<file path="src/rtl/seq_det_ctrl.sv">
// ============================================================================
// Module   : seq_det_ctrl
// Brief    : Run-time programmable serial pattern detector with IDLE/RUN/DONE
//            control FSM, valid/ready config port, match counter and limit.
//            Optional build macro NON_OVERLAP_EN: when defined, history and
//            bit counter are cleared after every match (non-overlapping).
// Revision : 1.0 - initial release
// ============================================================================
`default_nettype none

module seq_det_ctrl #(
  parameter int PAT_W = 8,
  parameter int LEN_W = 4,
  parameter int CNT_W = 8
) (
  input  logic             clk,
  input  logic             rst,
  input  logic             i_cfg_valid,
  output logic             o_cfg_ready,
  input  logic [PAT_W-1:0] i_cfg_pattern,
  input  logic [LEN_W-1:0] i_cfg_len,
  input  logic [CNT_W-1:0] i_cfg_limit,
  input  logic             i_start,
  input  logic             i_stop,
  input  logic             i_in,
  input  logic             i_in_valid,
  output logic             o_busy,
  output logic             o_match,
  output logic [CNT_W-1:0] o_match_count,
  output logic             o_done,
  output logic             o_cfg_err
);

  localparam logic [1:0] c_ST_IDLE = 2'd0;
  localparam logic [1:0] c_ST_RUN  = 2'd1;
  localparam logic [1:0] c_ST_DONE = 2'd2;

  localparam logic [LEN_W-1:0] c_PAT_LEN = LEN_W'(PAT_W);
  localparam logic [LEN_W-1:0] c_MIN_LEN = LEN_W'(2);
  localparam logic [CNT_W-1:0] c_CNT_MAX = {CNT_W{1'b1}};

  logic [1:0]       r_state;
  logic [PAT_W-1:0] r_hist;
  logic [LEN_W-1:0] r_cnt;
  logic [PAT_W-1:0] r_pat;
  logic [LEN_W-1:0] r_len;
  logic [CNT_W-1:0] r_limit;
  logic             r_cfg_ok;
  logic             r_cfg_err;
  logic             r_match;
  logic [CNT_W-1:0] r_mcount;

  logic [PAT_W-1:0] w_hist_nxt;
  logic [LEN_W-1:0] w_cnt_nxt;
  logic [PAT_W-1:0] w_mask;
  logic             w_hit;
  logic [CNT_W-1:0] w_mcount_inc;
  logic             w_at_limit;
  logic             w_len_ok;

  // Next history/counter values and the completing-bit (hit) decision
  always_comb begin
    w_hist_nxt = {r_hist[PAT_W-2:0], i_in};
    w_cnt_nxt  = (r_cnt == c_PAT_LEN) ? r_cnt : r_cnt + 1'b1;
    w_mask     = '0;
    for (int i = 0; i < PAT_W; i++) begin
      // only the youngest r_len bits take part in the comparison
      w_mask[i] = (LEN_W'(i) < r_len);
    end
    w_hit        = i_in_valid
                   && (((w_hist_nxt ^ r_pat) & w_mask) == '0)
                   && (w_cnt_nxt >= r_len);
    w_mcount_inc = (r_mcount == c_CNT_MAX) ? r_mcount : r_mcount + 1'b1;
    w_at_limit   = (r_limit != '0) && (w_mcount_inc == r_limit);
    w_len_ok     = (i_cfg_len >= c_MIN_LEN) && (i_cfg_len <= c_PAT_LEN);
  end

  // Control FSM together with config, history, counters and match register
  always_ff @(posedge clk or posedge rst) begin
    if (rst) begin
      r_state   <= c_ST_IDLE;
      r_hist    <= '0;
      r_cnt     <= '0;
      r_pat     <= '0;
      r_len     <= '0;
      r_limit   <= '0;
      r_cfg_ok  <= 1'b0;
      r_cfg_err <= 1'b0;
      r_match   <= 1'b0;
      r_mcount  <= '0;
    end else begin
      case (r_state)
        c_ST_IDLE: begin
          r_match <= 1'b0;
          // a config handshake takes precedence over a same-cycle start
          if (i_cfg_valid) begin
            if (w_len_ok) begin
              r_pat     <= i_cfg_pattern;
              r_len     <= i_cfg_len;
              r_limit   <= i_cfg_limit;
              r_cfg_ok  <= 1'b1;
              r_cfg_err <= 1'b0;
            end else begin
              r_cfg_err <= 1'b1;
            end
          end else if (i_start && r_cfg_ok && !r_cfg_err) begin
            r_state  <= c_ST_RUN;
            r_hist   <= '0;
            r_cnt    <= '0;
            r_mcount <= '0;
          end
        end
        c_ST_RUN: begin
          r_match <= w_hit;
          if (i_in_valid) begin
`ifdef NON_OVERLAP_EN
            if (w_hit) begin
              r_hist <= '0;
              r_cnt  <= '0;
            end else begin
              r_hist <= w_hist_nxt;
              r_cnt  <= w_cnt_nxt;
            end
`else
            r_hist <= w_hist_nxt;
            r_cnt  <= w_cnt_nxt;
`endif
          end
          if (w_hit) begin
            r_mcount <= w_mcount_inc;
          end
          // stop wins over reaching the limit; a same-cycle hit still counts
          if (i_stop) begin
            r_state <= c_ST_IDLE;
          end else if (w_hit && w_at_limit) begin
            r_state <= c_ST_DONE;
          end
        end
        c_ST_DONE: begin
          r_match <= 1'b0;
          if (i_stop) begin
            r_state <= c_ST_IDLE;
          end else if (i_start) begin
            r_state  <= c_ST_RUN;
            r_hist   <= '0;
            r_cnt    <= '0;
            r_mcount <= '0;
          end
        end
        default: begin
          r_state <= c_ST_IDLE;
          r_match <= 1'b0;
        end
      endcase
    end
  end

  assign o_cfg_ready   = (r_state == c_ST_IDLE);
  assign o_busy        = (r_state == c_ST_RUN);
  assign o_done        = (r_state == c_ST_DONE);
  assign o_match       = r_match;
  assign o_match_count = r_mcount;
  assign o_cfg_err     = r_cfg_err;

endmodule

`default_nettype wire

</file>
<file path="config.mk">
export PLATFORM = sky130hd
export DESIGN_NAME = seq_det_ctrl
export DESIGN_NICKNAME = d
export VERILOG_FILES = /design/src/rtl/seq_det_ctrl.sv
export SDC_FILE = /design/constraint.sdc
export NUM_CORES = 1
export LEC_CHECK = 0
export CAP_MARGIN = 25
export CORE_AREA = 2 2 66 80
export DETAILED_ROUTE_END_ITERATION = 8
export DIE_AREA = 0 0 68 82
export PLACE_DENSITY = 0.79
export SLEW_MARGIN = 20
export SYNTH_ARGS = -nofsm -noshare
export SYNTH_HDL_FRONTEND = slang
export SYNTH_SLANG_ARGS = --single-unit
</file>
<file path="constraint.sdc">
create_clock -name clk -period 6.1 [get_ports clk]
set_input_delay 0.61 -clock clk [delete_from_list [all_inputs] [get_ports clk]]
set_output_delay 0.61 -clock clk [all_outputs]
set_load 0.05 [all_outputs]
</file>
# Word level (Yosys, flattened, before mapping)
# Index checks and enable logic that the tools add are counted.
# word_totals
register_bits,44
input_bits,27
output_inout_bits,13
wordCells,80
# classes
addsub,2
order_cmp,11
n_eq_ne,13
muxes,25
bitwise,2
reduce_logical,17
# op_table
op,n
$mux 8,6
$mux 4,6
$pmux 8 s3,1
$pmux 7 s3,1
$lt 3x4->1 const A,4
$mux 2,6
$pmux 4 s3,1
$reduce_and 6->1,2
$add 8x1->8 const B,1
$and 8x8->8,1
$eq 8x8->1,1
$eq 8x8->1 const B,1
$logic_not 8->1,1
$lt 1x4->1 const A,2
$lt 2x4->1 const A,2
$ne 2x2->1 const B,4
$reduce_bool 8->1,1
$xor 8x8->8,1
$logic_and 1x1->1,7
$mux 7,1
$pmux 2 s3,1
$add 4x1->4 const B,1
$eq 4x4->1 const B,1
$ge 4x2->1 const B,1
other kinds (14),16

# Longest topological paths before layout
# logic_depth
depth_word,9
depth_mapped,13
ltp_nobuf,12

# Worst setup path before layout
# OpenSTA, ideal clock, no wires.
# synth_timing
kind,register to register
from,"register r_mcount[1], in the netlist o_match_count[1]"
to,register r_state[1]
setup_ns,0.067
arrival_ns,2.291
t_required_ns,6.033
slack_ns,3.743
path_stages_with_launch,9
n_path_buf,1
synth_period_minus_slack_ns,2.357
path_cell_list,dfrtp_1 ha_1 buf_2 and3_1 nand3_1 a311oi_1 nand4_1 nor4_2 o32a_1
# synth_via
elab_chain_cells,7
elab_cells_between_ends,8
classes_between,1 x add/sub; 3 x eq/ne; 1 x mux; 3 x reduce/logical
# synth_lines
item,line_no,source
"start, declared",51,logic [CNT_W-1:0] r_mcount;
"start signal, assigned",130,r_mcount <= w_mcount_inc;
$add 8x1->8 / $eq 8x8->1 (equally long branches),73,w_mcount_inc = (r_mcount == c_CNT_MAX) ? r_mcount : r_mcount + 1'b1;
$mux 8 (*),73,
$eq 8x8->1 (*),74,w_at_limit = (r_limit != '0) && (w_mcount_inc == r_limit);
$logic_and 1x1->1 (*),74,
$logic_and 1x1->1 (*),135,end else if (w_hit && w_at_limit) begin
$ne 3x2->1 (no line) (*),n/a,
$reduce_and 4->1 (no line) (*),n/a,
"end signal, assigned",81,r_state <= c_ST_IDLE;
"end signal, assigned",134,r_state <= c_ST_IDLE;
"end signal, assigned",136,r_state <= c_ST_DONE;
"end, declared",42,logic [1:0] r_state;
# Mark *: on every way between the ends. The rest lies on a longest branch, timed or not.
# A chain may end at the register's enable or synchronous reset.

# Worst setup path after layout
# layout_timing
from,register r_state[1]
to,output port o_busy
# layout_via
elab_chain_cells,1
# layout_lines
item,line_no,source
"start signal, assigned",81,
"start signal, assigned",107,r_state <= c_ST_RUN;
"start signal, assigned",134,
$eq 2x1->1,159,assign o_busy = (r_state == c_ST_RUN);
"end, declared",27,"output logic o_busy,"
# Every way passes these cells.

==> results.json <==
{
  "post-route-util_pct": 64.21,
  "reg2reg_setup_slack_ns": 3.39,
  "p_int_w": 0.0007109,
  "coreArea_sq_mm": 0.004835,
  "r2r_end": "o_match_count[3]",
  "finish.net_count": 370,
  "routed_wl_mm": 6.241,
  "worst_slew_pin_slew_ns": 0.7301,
  "synth_seq_cells": 44,
  "routabilityCongestion": 0.9698,
  "syn_nets": 336,
  "cts_root_buf": "clkbuf_8",
  "switching_share_pct": 41.51,
  "final_common_cell": "nand2_1",
  "syn-cell-area_sq_mm": 0.002561,
  "worst-setup-path-type": "register to output pin",
  "vias": 2299,
  "vdd_drop_max_mv": 0.2120,
  "fillers": 426,
  "hold_violations": 0,
  "finClkSkew_ns": 0.01129,
  "fin_crit_sh_pct": 52.11,
  "finalCriticalPeriod_ns": 3.179,
  "worst-endpoint-arrival_ns": 2.57,
  "final_cell_mix": "nand2_1, dfrtp_1, clkdlybuf4s50_1",
  "initial_core_util_pct": 52.98,
  "antenna_found_initial": 0,
  "finalMaxSlewViolations": 0,
  "cts.hold.buffers_added": 0,
  "insertion_delay_ns": 0.30,
  "layout-drive-gt1-share_pct": 5.935,
  "area_delta_synth_final_pct": 21.20,
  "cts_setup_buffers": 0,
  "syn_avg_cell_area_sq_um": 8.481,
  "fin_tns_setup_ns": 0,
  "crit_fanout": 16,
  "register_area_sq_mm": 0.001101,
  "rsz0062_at_grt": "false",
  "critPathLaunch": "r_state[1]",
  "postSynthCellCount": 302,
  "cap_violations": 0,
  "cp-start-kind": "register",
  "p_per_area_mw_per_mm2": 391.6,
  "grt_max_degree": 45,
  "endpoint": "o_busy",
  "rows": 28,
  "drc": 0,
  "combPwrFrac_pct": 40.5,
  "io-pin-count": 40,
  "vias_per_cell": 5.791,
  "p_seq_share_pct": 39.9,
  "p_sw_w": 0.0005046,
  "yosysUniqueCellTypes": 50,
  "h-tree-depth": 2,
  "power_w": 0.001216,
  "ant_nets": 0,
  "slew_headroom_pct": 51.19,
  "synth-async-reset-ratio_pct": 100.0,
  "die_h_microns": 82,
  "synth_warnings": 0,
  "ff2ff_path_depth": 11,
  "setup_violations": 0,
  "cts-buffers-inserted": 5,
  "clk_pin_slew_worst_paths_ns": 0.08,
  "yosys_most_used_dff": "dfrtp_1",
  "cts_sinks": 44,
  "hold_path.class": "register to register",
  "cts_tree": "yes",
  "antennaDiodeCount": 0,
  "dp_hpwl_mm": 4.503,
  "cts.repair.resized": 0,
  "port-buffer-count": 39,
  "drtPass1Iterations": 4,
  "grt_pass1_wl_mm": 9.991,
  "dieWidth_microns": 68,
  "worstPathRequired_ns": 5.49,
  "synth_edf_count": 0,
  "cts.path.max_buffers": 2,
  "multi_input_area_sq_mm": 0.001341,
  "final_cells": 397,
  "clkPwrFrac_pct": 19.6,
  "regToRegStartpoint": "r_cnt[0]",
  "leakagePower_nw": 1.288,
  "grt_pass1_vias": 2134,
  "end_kind": "output pin",
  "die_area_sq_mm": 0.005576,
  "yosysSeqAreaShare_pct": 42.99,
  "status": "finished, final reports clean",
  "first_iter_violations": 149,
  "overflow": 0,
  "fmax_mhz": 314.6,
  "wl_per_cell_microns": 15.72,
  "grt.total_usage_pct": 24.26,
  "placed_cells": 389
}
## layout make-up
type	instances	area share (%)
Tap cell	60	2.418
Clock buffer	6	2.660
Multi-Input combinational cell	229	43.21
Clock inverter	2	1.249
Timing Repair Buffer	42	13.30
Inverter	14	1.693
Sequential cell	44	35.47
## power by group through the flow
stage / Clock [W] / Combinational, W / Sequential, W
4_1_cts: 0.000243 / 0.000495 / 0.000483
3_5_place_dp: 0 / 0.000493 / 0.000490
2_1_floorplan: 0 / 0.000355 / 0.000478
5_1_grt: 0.000256 / 0.000554 / 0.000498
6_report: 0.000239 / 0.000492 / 0.000484
3_3_place_gp: 0 / 0.000475 / 0.000486
## state kept, by name, summed over array words and instances, names as in the netlist
signal         count
r_hist             7
o_cfg_err          1
r_limit            8
r_cfg_ok           1
r_len              4
r_cnt              4
o_match            1
r_state            2
r_pat              8
o_match_count      8
## worst max-delay path: stages, from the launching register on
cell             delay [ns]
dfrtp_1                0.46
nand2b_1               0.42
inv_1                  0.50
clkdlybuf4s50_1        0.90
## cells in the mapped netlist (2+ instances only)
library cell | number | area share (%)
nand2_1 | 84 | 12
dfrtp_1 | 44 | 43
o21ai_0 | 23 | 4.5
xnor2_1 | 15 | 5.1
inv_1 | 14 | 2.1
nor2_1 | 11 | 1.6
nand3_1 | 9 | 1.8
a21oi_1 | 8 | 1.6
clkbuf_1 | 7 | 1.0
ha_1 | 7 | 3.4
buf_2 | 6 | 1.2
nand4_1 | 5 | 1.2
nor3_1 | 5 | 0.98
o31ai_1 | 5 | 1.5
or4_1 | 5 | 1.5
a2bb2oi_1 | 4 | 1.4
nor4_1 | 4 | 0.98
a31oi_1 | 3 | 0.73
nand2b_1 | 3 | 0.73
a22o_1 | 2 | 0.68
and3_1 | 2 | 0.49
and4_1 | 2 | 0.68
buf_4 | 2 | 0.59
nor2b_1 | 2 | 0.49
nor4_2 | 2 | 0.98
o2111ai_1 | 2 | 0.68
o21a_1 | 2 | 0.59
o22ai_1 | 2 | 0.49
## stage by stage
stage                     hold WS [ns]  worst slack [ns]  cell area, sq um
final                           0.4645             2.921              3104
after global routing            0.4808             2.780              3104
after CTS                       0.4654             2.919              3104
after detailed placement        0.4446             3.244              2983
after global placement          0.4433             3.237              2975
after floorplan                 0.4246             3.743              2561
## kinds of logic (layout without fill, tap and decap cells)
group           count (synthesis)  count (layout)  synth area share [%]
flops                          44              44                 42.99
fa+ha+maj                       7               7                 3.419
compound gates                 67              67                 17.69
xor+xnor                       15              15                 5.130
mux                             2               2                0.8305
simple gates                  138             138                 25.11
buf+inv                        29              64                 4.836
## worst min path at each step
| stage | endpoint | startpoint | slack (ns) | depth (start not counted) |
|---|---|---|---|---|
| global placement | r_cfg_ok | r_cfg_ok | 0.44 | 1 |
| CTS | r_cfg_ok | r_cfg_ok | 0.47 | 1 |
| finish | r_cfg_ok | r_cfg_ok | 0.46 | 1 |
| detailed placement | r_cfg_ok | r_cfg_ok | 0.44 | 1 |
| global route | r_cfg_ok | r_cfg_ok | 0.48 | 1 |
| floorplan | r_cfg_ok | r_cfg_ok | 0.42 | 1 |
## layer usage
layer | up-vias | global-route usage (%) | routed length (microns)
met1 | 1077 | 28.79 | 2584
met3 | 12 | 4.384 | 275
met5 | - | 0 | 0
met2 | 87 | 42.04 | 3250
met4 | 0 | 11.00 | 130
li1 | 1123 | - | -
Note: power is estimated with default switching activity, not from simulation.
